==> src/rtl/lli_arbiter_rv_pkg.sv <==
// Shared definitions for the two-master LLI arbiter: bus widths, FSM state and
// master-selection encodings.
package lli_arbiter_rv_pkg;

    localparam int ADR_W = 30;
    localparam int DAT_W = 32;

    typedef enum logic [1:0] {
        ST_IDLE   = 2'd0,
        ST_HOLD_I = 2'd1,
        ST_HOLD_D = 2'd2
    } state_t;

    typedef enum logic [1:0] {
        SEL_NONE = 2'd0,
        SEL_I    = 2'd1,
        SEL_D    = 2'd2
    } sel_t;

endpackage

==> src/rtl/lli_arbiter_rv.sv <==
// Arbiter sharing one LLI slave between a read-only fetch master (I) and a
// data master (D), with data-phase ownership tracking and D-burst starvation limit.
module lli_arbiter_rv
    import lli_arbiter_rv_pkg::*;
#(
    parameter int MAX_D_BURST = 4
) (
    input  logic             clk_i,
    input  logic             rst_i,
    input  logic             i_re_i,
    input  logic [ADR_W-1:0] i_adr_i,
    output logic [DAT_W-1:0] i_dat_o,
    output logic             i_busy_o,
    input  logic             d_re_i,
    input  logic             d_we_i,
    input  logic [3:0]       d_sel_i,
    input  logic [ADR_W-1:0] d_adr_i,
    input  logic [DAT_W-1:0] d_dat_i,
    output logic [DAT_W-1:0] d_dat_o,
    output logic             d_busy_o,
    output logic             s_re_o,
    output logic             s_we_o,
    output logic [3:0]       s_sel_o,
    output logic [ADR_W-1:0] s_adr_o,
    output logic [DAT_W-1:0] s_dat_o,
    input  logic [DAT_W-1:0] s_dat_i,
    input  logic             s_busy_i,
    output state_t           dbg_state,
    output logic             dbg_pend
);

    localparam logic [3:0] MAX_B = 4'(MAX_D_BURST);

    state_t           state, state_n;
    sel_t             arb, sel, pend_sel;
    logic             pend, pend_d, starve, rst_q;
    logic [3:0]       cnt, cnt_n;
    logic [ADR_W-1:0] adr_q;
    logic             i_req, d_req, accept, rd_acc;

    assign i_req    = i_re_i;
    assign d_req    = d_re_i | d_we_i;
    assign pend_sel = pend_d ? SEL_D : SEL_I;

    // Selection depends only on requests and registered state, never on s_busy_i.
    always_comb begin
        arb = SEL_NONE;
        if (d_req && !starve) arb = SEL_D;
        else if (i_req)       arb = SEL_I;
        else if (d_req)       arb = SEL_D;
        if (pend && arb != pend_sel) arb = SEL_NONE;

        sel = arb;
        case (state)
            ST_HOLD_I: sel = i_req ? SEL_I : SEL_NONE;
            ST_HOLD_D: sel = d_req ? SEL_D : SEL_NONE;
            default:   sel = arb;
        endcase
        // The cycle of and after reset issue nothing, so an abandoned request is not re-driven.
        if (rst_i || rst_q) sel = SEL_NONE;
    end

    always_comb begin
        s_re_o  = 1'b0;
        s_we_o  = 1'b0;
        s_sel_o = 4'b0000;
        s_adr_o = adr_q;
        case (sel)
            SEL_I: begin
                s_re_o  = i_re_i;
                s_sel_o = 4'b1111;
                s_adr_o = i_adr_i;
            end
            SEL_D: begin
                s_re_o  = d_re_i;
                s_we_o  = d_we_i;
                s_sel_o = d_sel_i;
                s_adr_o = d_adr_i;
            end
            default: ;
        endcase
    end

    assign s_dat_o = d_dat_i;
    assign i_dat_o = s_dat_i;
    assign d_dat_o = s_dat_i;

    assign i_busy_o = (sel == SEL_I || (pend && !pend_d)) ? s_busy_i : i_req;
    assign d_busy_o = (sel == SEL_D || (pend &&  pend_d)) ? s_busy_i : d_req;

    assign accept = (sel != SEL_NONE) && (s_re_o || s_we_o) && !s_busy_i;
    assign rd_acc = accept && s_re_o;

    always_comb begin
        state_n = ST_IDLE;
        if (sel != SEL_NONE && (s_re_o || s_we_o) && s_busy_i)
            state_n = (sel == SEL_I) ? ST_HOLD_I : ST_HOLD_D;

        cnt_n = cnt;
        if (!i_re_i || (accept && sel == SEL_I)) cnt_n = 4'd0;
        else if (accept && sel == SEL_D && cnt != 4'hF) cnt_n = cnt + 4'd1;
    end

    always_ff @(posedge clk_i) begin
        rst_q <= rst_i;
        if (rst_i) begin
            state  <= ST_IDLE;
            pend   <= 1'b0;
            pend_d <= 1'b0;
            cnt    <= 4'd0;
            starve <= 1'b0;
            adr_q  <= '0;
        end else begin
            state  <= state_n;
            adr_q  <= s_adr_o;
            cnt    <= cnt_n;
            starve <= (cnt_n >= MAX_B);
            if (rd_acc) begin
                pend   <= 1'b1;
                pend_d <= (sel == SEL_D);
            end else if (!s_busy_i) begin
                pend <= 1'b0;
            end
        end
    end

    assign dbg_state = state;
    assign dbg_pend  = pend;

endmodule

==> config.mk <==
export PLATFORM = sky130hd
export DESIGN_NAME = lli_arbiter_rv
export DESIGN_NICKNAME = d
export VERILOG_FILES = /design/src/rtl/lli_arbiter_rv_pkg.sv /design/src/rtl/lli_arbiter_rv.sv
export SDC_FILE = /design/constraint.sdc
export NUM_CORES = 1
export LEC_CHECK = 0
export ABC_AREA = 1
export BUFFER_PORTS_ARGS = -buffer_cell sky130_fd_sc_hd__buf_2
export CAP_MARGIN = 30
export CORE_AREA = 2 2 105 107
export CTS_CLUSTER_DIAMETER = 100
export CTS_CLUSTER_SIZE = 30
export DETAILED_ROUTE_END_ITERATION = 8
export DIE_AREA = 0 0 107 109
export GPL_TIMING_DRIVEN = 0
export PLACE_DENSITY = 0.66
export SYNTH_ARGS = -nofsm -noshare
export SYNTH_HDL_FRONTEND = slang
export SYNTH_SLANG_ARGS = --single-unit
==> constraint.sdc <==
create_clock -name clk_i -period 5.4 [get_ports clk_i]
set_input_delay 1.08 -clock clk_i [delete_from_list [all_inputs] [get_ports clk_i]]
set_output_delay 1.08 -clock clk_i [all_outputs]
set_load 0.05 [all_outputs]
Word level (Yosys, flattened, before mapping). Index checks and enable logic that the tools add are counted.

Bitwise operators: 2. Eq/ne operators: 7. Reduce and logical (&&, ||, !) cells: 22. Add/sub/neg operators: 1. Magnitude comparators: 1. Mux-type cells: 19.

Operators by type and width (count): $pmux W30 S2 (1); $mux W2 (7); $logic_and A1 B1 Y1 (11); $mux W4 (2); $pmux W4 S2 (1); $mux W1 (6); $logic_or A1 B1 Y1 (5); $add A4 B1 Y4 const B (1); $eq A2 B1 Y1 const B (2); $eq A2 B2 Y1 const B (2); $ge A4 B3 Y1 const B (1); $logic_not A1 Y1 (4); $ne A4 B4 Y1 const B (1); $pmux W2 S2 (1); $ne A2 B1 Y1 const B (1); $ne A2 B2 Y1 (1); $pmux W1 S2 (1); $reduce_bool A2 Y1 (1); $reduce_or A2 Y1 (1); $not A1 Y1 (1); $or A1 B1 Y1 (1).

Register bits after elaboration: 40. Output and inout port bits: 137. Word-level logic and storage cells: 59. Input port bits: 134.

Logic depth before layout (Yosys ltp). Gate-level depths: netlist of run 1.

Depth after elaboration: 19. Mapped depth: 19. Gate-level depth less buffers: 18.

Least setup slack after synthesis of run 1. No wires, ideal clock.

Path kind: input to output. From: in d_re_i. To: out i_busy_o. Arrival time: 3.260 ns. Stages: 14. Setup slack: 1.060 ns. Data required time: 4.320 ns. Cell sequence: nor2_1 -> inv_1 -> o21ai_0 -> nand3_1 -> a21boi_0 -> nor2_1 -> nand2_1 -> inv_1 -> ha_1 -> buf_4 -> buf_2 -> inv_1 -> a21oi_1 -> a31oi_1.

Longest elaborated chain between the ends: 12. Elaborated cells between the ends (all ways): 13.

RTL lines: start, declared (RTL line lli_arbiter_rv.sv:14) `input logic d_re_i,`; $or A1 B1 Y1 (*) (RTL line lli_arbiter_rv.sv:42) `assign d_req = d_re_i | d_we_i;`; $mux W2 (RTL line lli_arbiter_rv.sv:50, lli_arbiter_rv.sv:56); $mux W2 (RTL line lli_arbiter_rv.sv:49) `else if (i_req) arb = SEL_I;`; $mux W2 (RTL line lli_arbiter_rv.sv:48) `if (d_req && !starve) arb = SEL_D;`; $ne A2 B2 Y1 (RTL line lli_arbiter_rv.sv:51) `if (pend && arb != pend_sel) arb = SEL_NONE;`; $logic_and A1 B1 Y1 (RTL line lli_arbiter_rv.sv:51); $mux W2 (RTL line lli_arbiter_rv.sv:51); $pmux W2 S2 (*) (RTL line lli_arbiter_rv.sv:54) `case (state)`; $mux W2 (*) (RTL line lli_arbiter_rv.sv:60) `if (rst_i || rst_q) sel = SEL_NONE;`; $eq A2 B1 Y1 (*) (RTL line lli_arbiter_rv.sv:88) `assign i_busy_o = (sel == SEL_I || (pend && !pend_d)) ? s_busy_i : i_req;`; $logic_or A1 B1 Y1 (*) (RTL line lli_arbiter_rv.sv:88); $mux W1 (*) (RTL line lli_arbiter_rv.sv:88); end, declared (RTL line lli_arbiter_rv.sv:13) `output logic i_busy_o,`.

Every way passes the cells marked *; elsewhere a longest branch is shown, timed or not.

Final worst setup path of run 1.
From: in d_re_i. To: out s_adr_o[18].

Longest elaborated chain between the ends: 11. Elaborated cells between the ends (all ways): 13.

RTL lines: $or A1 B1 Y1 (*) (RTL line lli_arbiter_rv.sv:42); $mux W2 (RTL line lli_arbiter_rv.sv:50, lli_arbiter_rv.sv:56); $mux W2 (RTL line lli_arbiter_rv.sv:49); $mux W2 (RTL line lli_arbiter_rv.sv:48); $ne A2 B2 Y1 (RTL line lli_arbiter_rv.sv:51); $logic_and A1 B1 Y1 (RTL line lli_arbiter_rv.sv:51); $mux W2 (RTL line lli_arbiter_rv.sv:51); $pmux W2 S2 (*) (RTL line lli_arbiter_rv.sv:54); $mux W2 (*) (RTL line lli_arbiter_rv.sv:60); $eq A2 B2 Y1 / $eq A2 B1 Y1 (equally long branches) (RTL line lli_arbiter_rv.sv:68) `case (sel)`; $pmux W30 S2 (*) (RTL line lli_arbiter_rv.sv:68); end, declared (RTL line lli_arbiter_rv.sv:24) `output logic [ADR_W-1:0] s_adr_o,`.

Marked as above.

==> flow_metrics.py, run 1 <==
metrics = {
    "setup_path": {
        "crit_fanout": 10,
        "critical_path.endpoint_type": "primary output",
        "worstReg2RegStart": "dbg_state[0]",
        "timing.reg2reg.worst_path_depth": 16,
        "worst_setup_path_start": "d_re_i",
        "cp.arrival_ns": 3.30,
        "startpoint_type": "primary input",
        "critPathRequiredTime_ns": 4.32,
        "type_of_the_worst_setup_path": "primary input to primary output",
    },
    "clock_network": {
        "clock_latency_on_the_worst_skew_pair_ns": 0.29,
        "cts_sinks": 40,
        "h_tree_levels": 2,
        "cts_root_buf": "clkbuf_8",
        "tritoncts_buffers": 5,
        "postCtsSetupRepairBufs": 0,
        "cts-root-to-sink-buffers": 2,
        "cts-resized-gates": 0,
        "tritoncts_clock_tree": "yes",
        "hold_buf_cts": 0,
        "clk_pin_slew_ns": 0.08,
    },
    "synth": {
        "mappedNetlistNets": 540,
        "synthSimpleGateAreaFrac": 0.195,
        "post_synth.cell_area_avg_sq_um": 7.21,
        "synth_edf_count": 0,
        "compound_cell_area_share_of_the_yosys_netlist": 0.187,
        "synth-async-reset-ratio": 0,
        "yosysUniqueCellTypes": 28,
        "synth_top_family_by_area": "buffers and inverters",
        "syn-instance-count": 400,
        "post_synth_instance_area_sq_mm": 0.00288,
        "arithmetic_cell_share_of_the_synthesized_area_counting_full_adders_half_adders_and_majority_gates": 0.0260,
        "synth_warnings": 0,
        "muxShareOfSynthArea": 0,
        "synth_seq_cells": 40,
        "post_synth_xor_area_fraction": 0,
        "synth-main-ff-cell": "dfxtp_1",
        "yosysSeqAreaShare": 0.278,
    },
    "floorplan": {
        "die-width_um": 107,
        "std_cell_rows": 38,
        "core-area_sq_mm": 0.0106,
        "die-height_um": 109,
        "initial_core_utilization": 0.272,
        "i_o_pin_cnt": 271,
        "die_outline_area_sq_mm": 0.0117,
    },
    "worst_hold_path": {
        "hold_path.startpoint": "adr_q[13]",
        "timing.hold.worst.class": "register to register",
        "worst_hold_path.num_cells": 2,
    },
    "final_layout": {
        "insertedDiodeCount": 0,
        "nFillCells": 1112,
        "finish.net_count": 753,
        "post_route_cells_drive_above_1_share": 0.542,
        "flow.area_growth_from_synthesis_pct": 46.2,
    },
    "sta": {
        "hold_viol": 0,
        "post-route-period-util": 0.810,
        "slew_headroom": 0.529,
        "rsz_0062_raised_after_global_routing": "no",
        "fin_crit_ns": 4.38,
        "maxClockFrequency_mhz": 229,
        "worstMarginPinSlew_ns": 0.707,
        "hold_slack_ns": 0.475,
        "timing_max_transition_violations_final": 0,
        "fin_tns_setup_ns": 0,
        "setup_viol_count_final": 0,
        "timing.clock.skew_ns": 0.0109,
    },
    "place": {
        "finalWeightedCongestion": 0.696,
        "place.port_buffers": 206,
        "dp_hpwl_um": 7210,
    },
    "routing": {
        "postRouteAntennaNets": 0,
        "drt_drc_violations_left": 0,
        "wl_um": 8870,
        "detailedRoute.firstPassIterationCount": 4,
        "routed_wire_length_per_instance_um": 11.8,
        "vias": 3244,
        "drt_iter0_markers": 94,
        "via_per_inst": 4.30,
    },
    "job": {
        "cap_viol_max_count": 0,
    },
    "pwr": {
        "peak_supply_drop_v": 0.0000976,
        "p_leak_uw": 0.00244,
        "power_per_cell_area_mw_per_mm2": 219,
    },
    "grt": {
        "grt_pass1_wl_um": 13000,
        "grt_resource_usage_total": 0.140,
        "grt_overflow": 0,
        "grt_pass1_vias": 2870,
        "antenna_violations_before_repair": 0,
        "grt_max_degree": 13,
    },
    "run_status": {
        "status": "finished, final reports clean",
    },
}
## critical path, cell delays in order
cell and delay (ns):
buf_2 0.11, nor2_1 0.14, inv_1 0.09, o21ai_0 0.08, nand3_1 0.09, a21boi_0 0.16, nor2_1 0.06, nand2_1 0.10
inv_1 0.05, ha_1 0.26, buf_2 0.20, clkbuf_1 0.39, nand2_1 0.12, nand2_1 0.10, buf_2 0.26
## synthesized netlist by cell type (3+ instances only)
| library cell | n | area share |
|---|---|---|
| nand2_1 | 104 | 0.14 |
| a21oi_1 | 39 | 0.068 |
| dfxtp_1 | 40 | 0.28 |
| ha_1 | 6 | 0.026 |
| nand4_1 | 3 | 0.0065 |
| o21ai_1 | 3 | 0.0052 |
| inv_1 | 24 | 0.031 |
| buf_2 | 10 | 0.017 |
| clkbuf_1 | 6 | 0.0078 |
| buf_4 | 98 | 0.26 |
| nor2_1 | 9 | 0.012 |
| a22o_1 | 30 | 0.091 |
| o21ai_0 | 3 | 0.0052 |
| nand3_1 | 6 | 0.010 |
## registers in the layout, indices dropped and copies added (netlist names)
| signal | count |
|---|---|
| pend_d | 1 |
| rst_q | 1 |
| cnt | 4 |
| adr_q | 30 |
| dbg_state | 2 |
| dbg_pend | 1 |
| starve | 1 |
## cells in the final DEF, fill, tap and decap left out, types with 2 or more instances in the layout
cell | Yosys | layout
o21ai_1 | 3 | 3
nand2_1 | 104 | 104
buf_2 | 10 | 216
inv_1 | 24 | 24
nand4_1 | 3 | 3
clkbuf_8 | 0 | 7
a31oi_1 | 2 | 2
o21ai_0 | 3 | 3
buf_4 | 98 | 98
nand2_2 | 2 | 2
dfxtp_1 | 40 | 40
ha_1 | 6 | 6
nand3_1 | 6 | 6
clkbuf_1 | 6 | 6
o211ai_1 | 2 | 2
nor2_2 | 2 | 2
nand2_4 | 2 | 2
a22o_1 | 30 | 30
a21oi_1 | 39 | 39
nor2_1 | 9 | 9
## path summary, 6_finish.rpt
check | slack [ns] | to
setup / recovery | 1.02 | s_adr_o[18]
hold / removal | 0.48 | adr_q[13]
setup reg to reg | 2.92 | cnt[1]
hold reg to reg | 0.48 | adr_q[13]
## cell families after synthesis
kind of cell	Yosys count
fa+ha+maj	6
compound gates	82
buf+inv	140
simple gates	132
flops	40
## per-layer routing
layer / routed length, um / part of all wire / GRT usage
met1: 3570 / 0.40 / 0.163
met2: 4490 / 0.51 / 0.268
met3: 779 / 0.088 / 0.0287
met4: 29 / 0.0033 / 0.0241
met5: 0 / 0 / 0
## final cells by class
type | count | area (sq um) | area share
clock buffer | 7 | 96.3 | 0.0228
multi-input combinational | 220 | 1180 | 0.279
inverter | 25 | 93.8 | 0.0223
timing repair buffer | 206 | 1030 | 0.245
tap | 140 | 175 | 0.0415
clock inverter | 1 | 30.0 | 0.00712
buffer | 115 | 812 | 0.193
sequential | 40 | 801 | 0.190
## where the power goes
group / switching, uW / leakage (uW) / internal, uW
combinational: 241 / 0.00205 / 112
clock: 106 / 0.0000645 / 163
sequential: 1.19 / 0.000323 / 299
## per-stage QoR
step | area, sq um | utilization | total power, uW | setup slack (ns) | cells
detailed placement | 4090 | 0.386 | 663 | 0.968 | 746
floorplan | 2880 | - | 580 | 1.06 | 400
global placement | 4090 | 0.386 | 660 | 0.988 | 746
global route | 4220 | 0.398 | 966 | 0.718 | 754
finish | 4220 | 0.398 | 922 | 1.02 | 754
CTS | 4220 | 0.398 | 935 | 0.959 | 754
Note: power is estimated with default switching activity, not from simulation.
==> run 2: changes to the inputs <==
- CORE_AREA: 2 2 105 107 -> 2 2 104 106
- DIE_AREA: 0 0 107 109 -> 0 0 106 108
- PLACE_DENSITY: 0.66 -> 0.69
- clock period: 5.4 -> 3.55 ns (I/O delays scaled with it)
==> flow_metrics.py, run 2 (synthesized netlist as in run 1, its figures left out) <==
metrics = {
    "run_status": {
        "status": "finished, final reports clean",
    },
    "sta": {
        "timing_max_transition_violations_final": 0,
        "slew_headroom": 0.557,
        "maxClockFrequency_mhz": 303,
        "fin_crit_ns": 3.30,
        "setup_viol_count_final": 0,
        "postLayoutSetupSlackWorst_ns": 0.247,
        "hold_viol": 0,
        "worstMarginPinSlew_ns": 0.665,
        "post-route-period-util": 0.930,
        "timing.clock.skew_ns": 0.0103,
    },
    "setup_path": {
        "timing.reg2reg.worst_path_depth": 17,
        "type_of_the_worst_setup_path": "primary input to primary output",
        "timing.critical_path.buf_inv": 7,
        "crit_fanout": 10,
        "cp_slowest_stage_delay_ns": 0.28,
        "r2r_slack_ns": 1.06,
        "cp.arrival_ns": 2.59,
        "cpMaxStageDelayCell": "ha_1",
        "worstReg2RegStart": "dbg_state[0]",
        "critical_path.endpoint_type": "primary output",
        "startpoint_type": "primary input",
        "regToRegEndpoint": "starve",
        "critPathRequiredTime_ns": 2.84,
        "timing.critical_path.cells": "buf_2 -> nor2_2 -> inv_1 -> o21ai_1 -> nand3_1 -> a21boi_1 -> nor2_1 -> nand2_1 -> inv_1 -> ha_1 -> clkbuf_4 -> inv_6 -> buf_6 -> nand2_1 -> nand2_1 -> clkbuf_4",
        "path_delay_family": "buffers and inverters",
        "critical_path_depth": 16,
        "path_common_cell": "nand2_1",
    },
    "worst_hold_path": {
        "hold_path.startpoint": "adr_q[4]",
        "timing.hold.worst.class": "register to register",
        "worst_hold_path.num_cells": 2,
        "hold_end": "adr_q[4]",
    },
    "clock_network": {
        "tritoncts_buffers": 5,
        "tritoncts_clock_tree": "yes",
        "clk_pin_slew_ns": 0.07,
        "cts_sinks": 40,
        "hold_buf_cts": 0,
        "cts_root_buf": "clkbuf_8",
        "clock_latency_on_the_worst_skew_pair_ns": 0.29,
        "cts-root-to-sink-buffers": 2,
        "h_tree_levels": 2,
    },
    "pwr": {
        "total_power_uw": 1330,
        "sequential_share_of_power": 0.343,
        "peak_supply_drop_v": 0.000119,
        "p_int_uw": 798,
        "power_switching_share": 0.401,
        "power_per_cell_area_mw_per_mm2": 306,
        "power.share.clock": 0.237,
        "pwr-share-comb": 0.420,
        "p_leak_uw": 0.00245,
        "p_sw_uw": 533,
    },
    "floorplan": {
        "std_cell_rows": 37,
        "die-height_um": 108,
        "die_outline_area_sq_mm": 0.0114,
        "core-area_sq_mm": 0.0102,
        "i_o_pin_cnt": 271,
        "initial_core_utilization": 0.282,
        "die-width_um": 106,
    },
    "final_layout": {
        "multi_input_comb_area_sq_mm": 0.00119,
        "registers.top_by_ff_count": "adr_q",
        "regArea_sq_um": 801,
        "nFillCells": 1069,
        "post_route_cells_drive_above_1_share": 0.553,
        "fin_util": 0.426,
        "mostFrequentLayoutCell": "buf_2",
        "layout.cells.most_common_list": "buf_2 (175), buf_4 (125), nand2_1 (104), dfxtp_1 (40), a21oi_1 (39)",
        "finish.net_count": 754,
        "flow.area_growth_from_synthesis_pct": 51.0,
        "insertedDiodeCount": 0,
        "flip_flop_count_of_the_largest_register_after_layout": 30,
    },
    "routing": {
        "drt_iter0_markers": 77,
        "detailedRoute.firstPassIterationCount": 5,
        "routed_wire_length_per_instance_um": 12.4,
        "drt_drc_violations_left": 0,
        "via_per_inst": 4.34,
        "wl_um": 9280,
        "vias": 3260,
        "postRouteAntennaNets": 0,
    },
    "grt": {
        "grt_overflow": 0,
        "grt_max_degree": 13,
        "antenna_violations_before_repair": 0,
        "grt_pass1_vias": 2987,
        "grt_pass1_wl_um": 13600,
        "grt_resource_usage_total": 0.148,
    },
    "place": {
        "place.port_buffers": 206,
        "dp_hpwl_um": 7620,
        "place_worst_setup_slack_ns": -0.129,
        "finalWeightedCongestion": 0.803,
    },
    "job": {
        "cap_viol_max_count": 0,
    },
}
-- run 2: changes by cell type in the layout (fill, tap and decap cells not counted), sizes merged --
cell | before | now
buf | 315 | 308
clkinv | 0 | 2
clkbuf | 13 | 20
bufinv | 1 | 0
-- run 2: layer usage --
layer  global-route usage  up-vias  wire length [um]
li1                     -     1634                 -
met1                0.155     1476              3450
met2                0.303      148              5060
met3               0.0350        2               746
met4               0.0207        0                24
met5                    0        -                 0
-- run 2: power by group through the flow --
| stage | clock [uW] | sequential, uW | combinational (uW) |
|---|---|---|---|
| 3_3_place_gp | 0 | 467 | 537 |
| 6_report | 316 | 457 | 559 |
| 4_1_cts | 331 | 457 | 547 |
| 2_1_floorplan | 0 | 467 | 415 |
| 5_1_grt | 353 | 457 | 589 |
| 3_5_place_dp | 0 | 467 | 541 |
-- run 2: metrics by stage --
stage | instance area (sq um) | instances | TNS, ns | hold slack [ns]
final | 4350 | 751 | 0 | 0.472
after CTS | 4230 | 750 | 0 | 0.478
after global placement | 4090 | 742 | -2.00 | 0.456
after floorplan | 2890 | 400 | 0 | 0.444
after detailed placement | 4090 | 742 | -2.23 | 0.465
after global routing | 4350 | 751 | -0.0535 | 0.491
-- run 2: final cells by class --
type | count | share of cell area
clock inverters | 2 | 0.00230
repair buffers | 207 | 0.262
well taps | 136 | 0.0391
clock buffers | 6 | 0.0190
plain buffers | 115 | 0.198
inverters | 25 | 0.0233
multi-input cells | 220 | 0.272
flip-flops and latches | 40 | 0.184
-- run 2: worst max path at each step --
| stage | start | slack [ns] | endpoint |
|---|---|---|---|
| final | d_re_i | 0.25 | s_adr_o[28] |
| after global routing | d_re_i | -0.03 | i_busy_o |
| after CTS | d_re_i | 0.04 | s_adr_o[20] |
| after detailed placement | d_re_i | -0.13 | s_adr_o[20] |
| after global placement | d_re_i | -0.11 | s_adr_o[20] |
| after floorplan | dbg_state[0] | 0.04 | s_sel_o[0] |
-- run 2: timing repair --
item,4_1_cts,5_1_grt
gates resized for setup,18,64
endpoints found under the setup margin,31,36
buffers inserted,0,1
-- run 2: worst reg2reg max path: stages (launching register included) --
cell and delay [ns]:
dfxtp_1 0.37, inv_1 0.06, ha_1 0.32, a21boi_1 0.16, nor2_1 0.05, nand2_1 0.10
inv_1 0.05, ha_1 0.28, clkbuf_4 0.19, inv_6 0.10, buf_12 0.10, nand2_4 0.06
nand2_4 0.09, nand3_2 0.08, nor2_2 0.12, nand3_1 0.09, nand3_1 0.11, nand2_1 0.06
==> run 3: changes to the inputs <==
- ABC_AREA: 1 -> not set
- CORE_AREA: 2 2 104 106 -> 2 2 107 109
- DIE_AREA: 0 0 106 108 -> 0 0 109 111
- PLACE_DENSITY: 0.69 -> 0.65
==> flow_metrics.py, run 3 <==
metrics = {
    "run_status": {
        "status": "finished, final reports clean",
    },
    "routing": {
        "drt_iter0_markers": 155,
        "postRouteAntennaNets": 0,
        "via_per_inst": 4.37,
        "wl_um": 9620,
        "routed_wire_length_per_instance_um": 13.6,
        "vias": 3102,
        "drt_drc_violations_left": 0,
        "detailedRoute.firstPassIterationCount": 4,
    },
    "synth": {
        "synth-main-ff-cell": "dfxtp_1",
        "syn-instance-count": 350,
        "synth_edf_count": 0,
        "yosys-top-cells-count": "buf_4 (96), dfxtp_1 (40), nor2b_1 (34), o21ai_0 (34), nand2_1 (33)",
        "yosysSeqAreaShare": 0.289,
        "yosysUniqueCellTypes": 33,
        "synth_top_cells_by_area": "dfxtp_1 (29%), buf_4 (26%), a22oi_1 (8.1%), nor2b_1 (7.7%), o21ai_0 (6.1%)",
        "synth_warnings": 0,
        "netlist.top_cell.by_area": "dfxtp_1",
        "netlist.area_leader.share": 0.289,
        "post_synth.cell_area_avg_sq_um": 7.91,
        "synth-async-reset-ratio": 0,
        "synth_seq_cells": 40,
        "leading_cell_type_by_number_of_instances_after_synthesis": "buf_4",
        "post_synth_instance_area_sq_mm": 0.00277,
        "mappedNetlistNets": 490,
    },
    "floorplan": {
        "i_o_pin_cnt": 271,
        "die_outline_area_sq_mm": 0.0121,
        "die-width_um": 109,
        "initial_core_utilization": 0.250,
        "core-area_sq_mm": 0.0111,
        "die-height_um": 111,
        "std_cell_rows": 39,
    },
    "setup_path": {
        "path_delay_family": "simple AND/OR/NAND/NOR gates",
        "timing.critical_path.buf_inv": 3,
        "worst_setup_path_start": "d_we_i",
        "crit_fanout": 10,
        "cp_slowest_stage_delay_ns": 0.46,
        "path_common_cell": "a21oi_4",
        "critical_path.endpoint_type": "primary output",
        "cp.arrival_ns": 2.77,
        "startpoint_type": "primary input",
        "worstReg2RegStart": "dbg_state[0]",
        "cpMaxStageDelayCell": "or4_4",
        "critPathRequiredTime_ns": 2.84,
        "timing.critical_path.cells": "buf_2 -> nor2_4 -> a2bb2oi_1 -> mux2i_2 -> or4_4 -> ha_4 -> buf_4 -> a21oi_4 -> nor2_1 -> a21oi_4 -> buf_6",
        "type_of_the_worst_setup_path": "primary input to primary output",
    },
    "sta": {
        "maxClockFrequency_mhz": 287,
        "postLayoutSetupSlackWorst_ns": 0.0663,
        "hold_viol": 0,
        "worstMarginPinSlew_ns": 0.751,
        "timing.clock.skew_ns": 0.00543,
        "slew_headroom": 0.487,
        "setup_viol_count_final": 0,
        "fin_crit_ns": 3.48,
        "post-route-period-util": 0.981,
        "timing_max_transition_violations_final": 0,
    },
    "grt": {
        "grt_pass1_wl_um": 13600,
        "grt_overflow": 0,
        "grt_pass1_vias": 2846,
        "antenna_violations_before_repair": 0,
        "grt_max_degree": 14,
        "grt_resource_usage_total": 0.143,
    },
    "pwr": {
        "peak_supply_drop_v": 0.000156,
        "p_leak_uw": 0.00223,
        "power_per_cell_area_mw_per_mm2": 318,
        "total_power_uw": 1490,
    },
    "final_layout": {
        "registers.top_by_ff_count": "adr_q",
        "post_route_cells_drive_above_1_share": 0.691,
        "layout.cells.most_common_list": "buf_2 (172), buf_4 (111), dfxtp_1 (38), nor2b_1 (34), nand2_1 (33)",
        "flip_flop_count_of_the_largest_register_after_layout": 30,
        "insertedDiodeCount": 0,
        "mostFrequentLayoutCell": "buf_2",
        "flow.area_growth_from_synthesis_pct": 69.7,
        "finish.net_count": 707,
    },
    "place": {
        "dp_hpwl_um": 7470,
        "finalWeightedCongestion": 0.775,
        "place_worst_setup_slack_ns": -0.668,
        "place.port_buffers": 206,
    },
    "clock_network": {
        "cts_sinks": 40,
        "tritoncts_buffers": 5,
        "tritoncts_clock_tree": "yes",
        "hold_buf_cts": 0,
        "cts-root-to-sink-buffers": 2,
        "clock_latency_on_the_worst_skew_pair_ns": 0.28,
        "clk_pin_slew_ns": 0.06,
        "h_tree_levels": 2,
        "cts_root_buf": "clkbuf_16",
    },
    "job": {
        "cap_viol_max_count": 0,
    },
    "worst_hold_path": {
        "hold_path.startpoint": "cnt[1]",
        "timing.hold.worst.class": "register to register",
    },
}
## run 3: cell type report
type	instances	area, sq um
Clock inverter	2	12.5
Timing Repair Buffer	211	1260
Clock buffer	5	125
Inverter	4	15.0
Sequential cell	40	803
Multi-Input combinational cell	191	1440
Fill cell	1100	6380
Tap cell	143	179
Buffer	114	861
## run 3: repair_timing
action,in CTS,in global routing
buffers inserted,0,5
pin swaps,0,3
resized for setup,62,59
endpoints found under the setup margin,37,36
## run 3: kinds of logic (layout without fill, tap and decap cells)
group,count (synthesis),count (layout),synth area share
buf+inv,119,336,0.293
simple gates,96,96,0.186
compound gates,86,86,0.194
flops,40,40,0.289
fa+ha+maj,6,6,0.0271
mux,3,3,0.0108
## run 3: where the power goes
part           internal [uW]  total [uW]  switching (uW)
registers                455         458            2.84
logic                    205         592             387
clock network            255         442             187
total                    916        1490             577
## run 3: stage by stage
stage	util	std cells	instance area, sq um	hold WS [ns]	setup TNS (ns)
after floorplan	-	350	2930	0.484	0
after global placement	0.374	699	4140	0.495	-22.14
after detailed placement	0.374	699	4140	0.505	-22.55
after CTS	0.403	705	4460	0.514	0
after global routing	0.424	710	4700	0.559	-0.00690
final	0.424	710	4700	0.517	0
## run 3: per-layer routing
metal / wire (um) / up-vias / track usage / share of wire
met5: 0 / - / 0 / 0
met4: 67 / 0 / 0.0256 / 0.0070
met3: 795 / 8 / 0.0294 / 0.083
met2: 5290 / 164 / 0.282 / 0.55
met1: 3470 / 1388 / 0.153 / 0.36
li1: - / 1542 / - / -
## run 3: worst paths after layout
path                   end  slack [ns]  cells past startpoint
setup / recovery  d_busy_o        0.07                     11
setup reg to reg    starve        0.48                     10
hold reg to reg     cnt[1]        0.52                      2
hold / removal      cnt[1]        0.52                      2
## run 3: worst min-delay path, cell delays in order (launching register included)
cell and delay (ns):
dfxtp_1 0.33, o21ai_0 0.08, a21oi_1 0.06
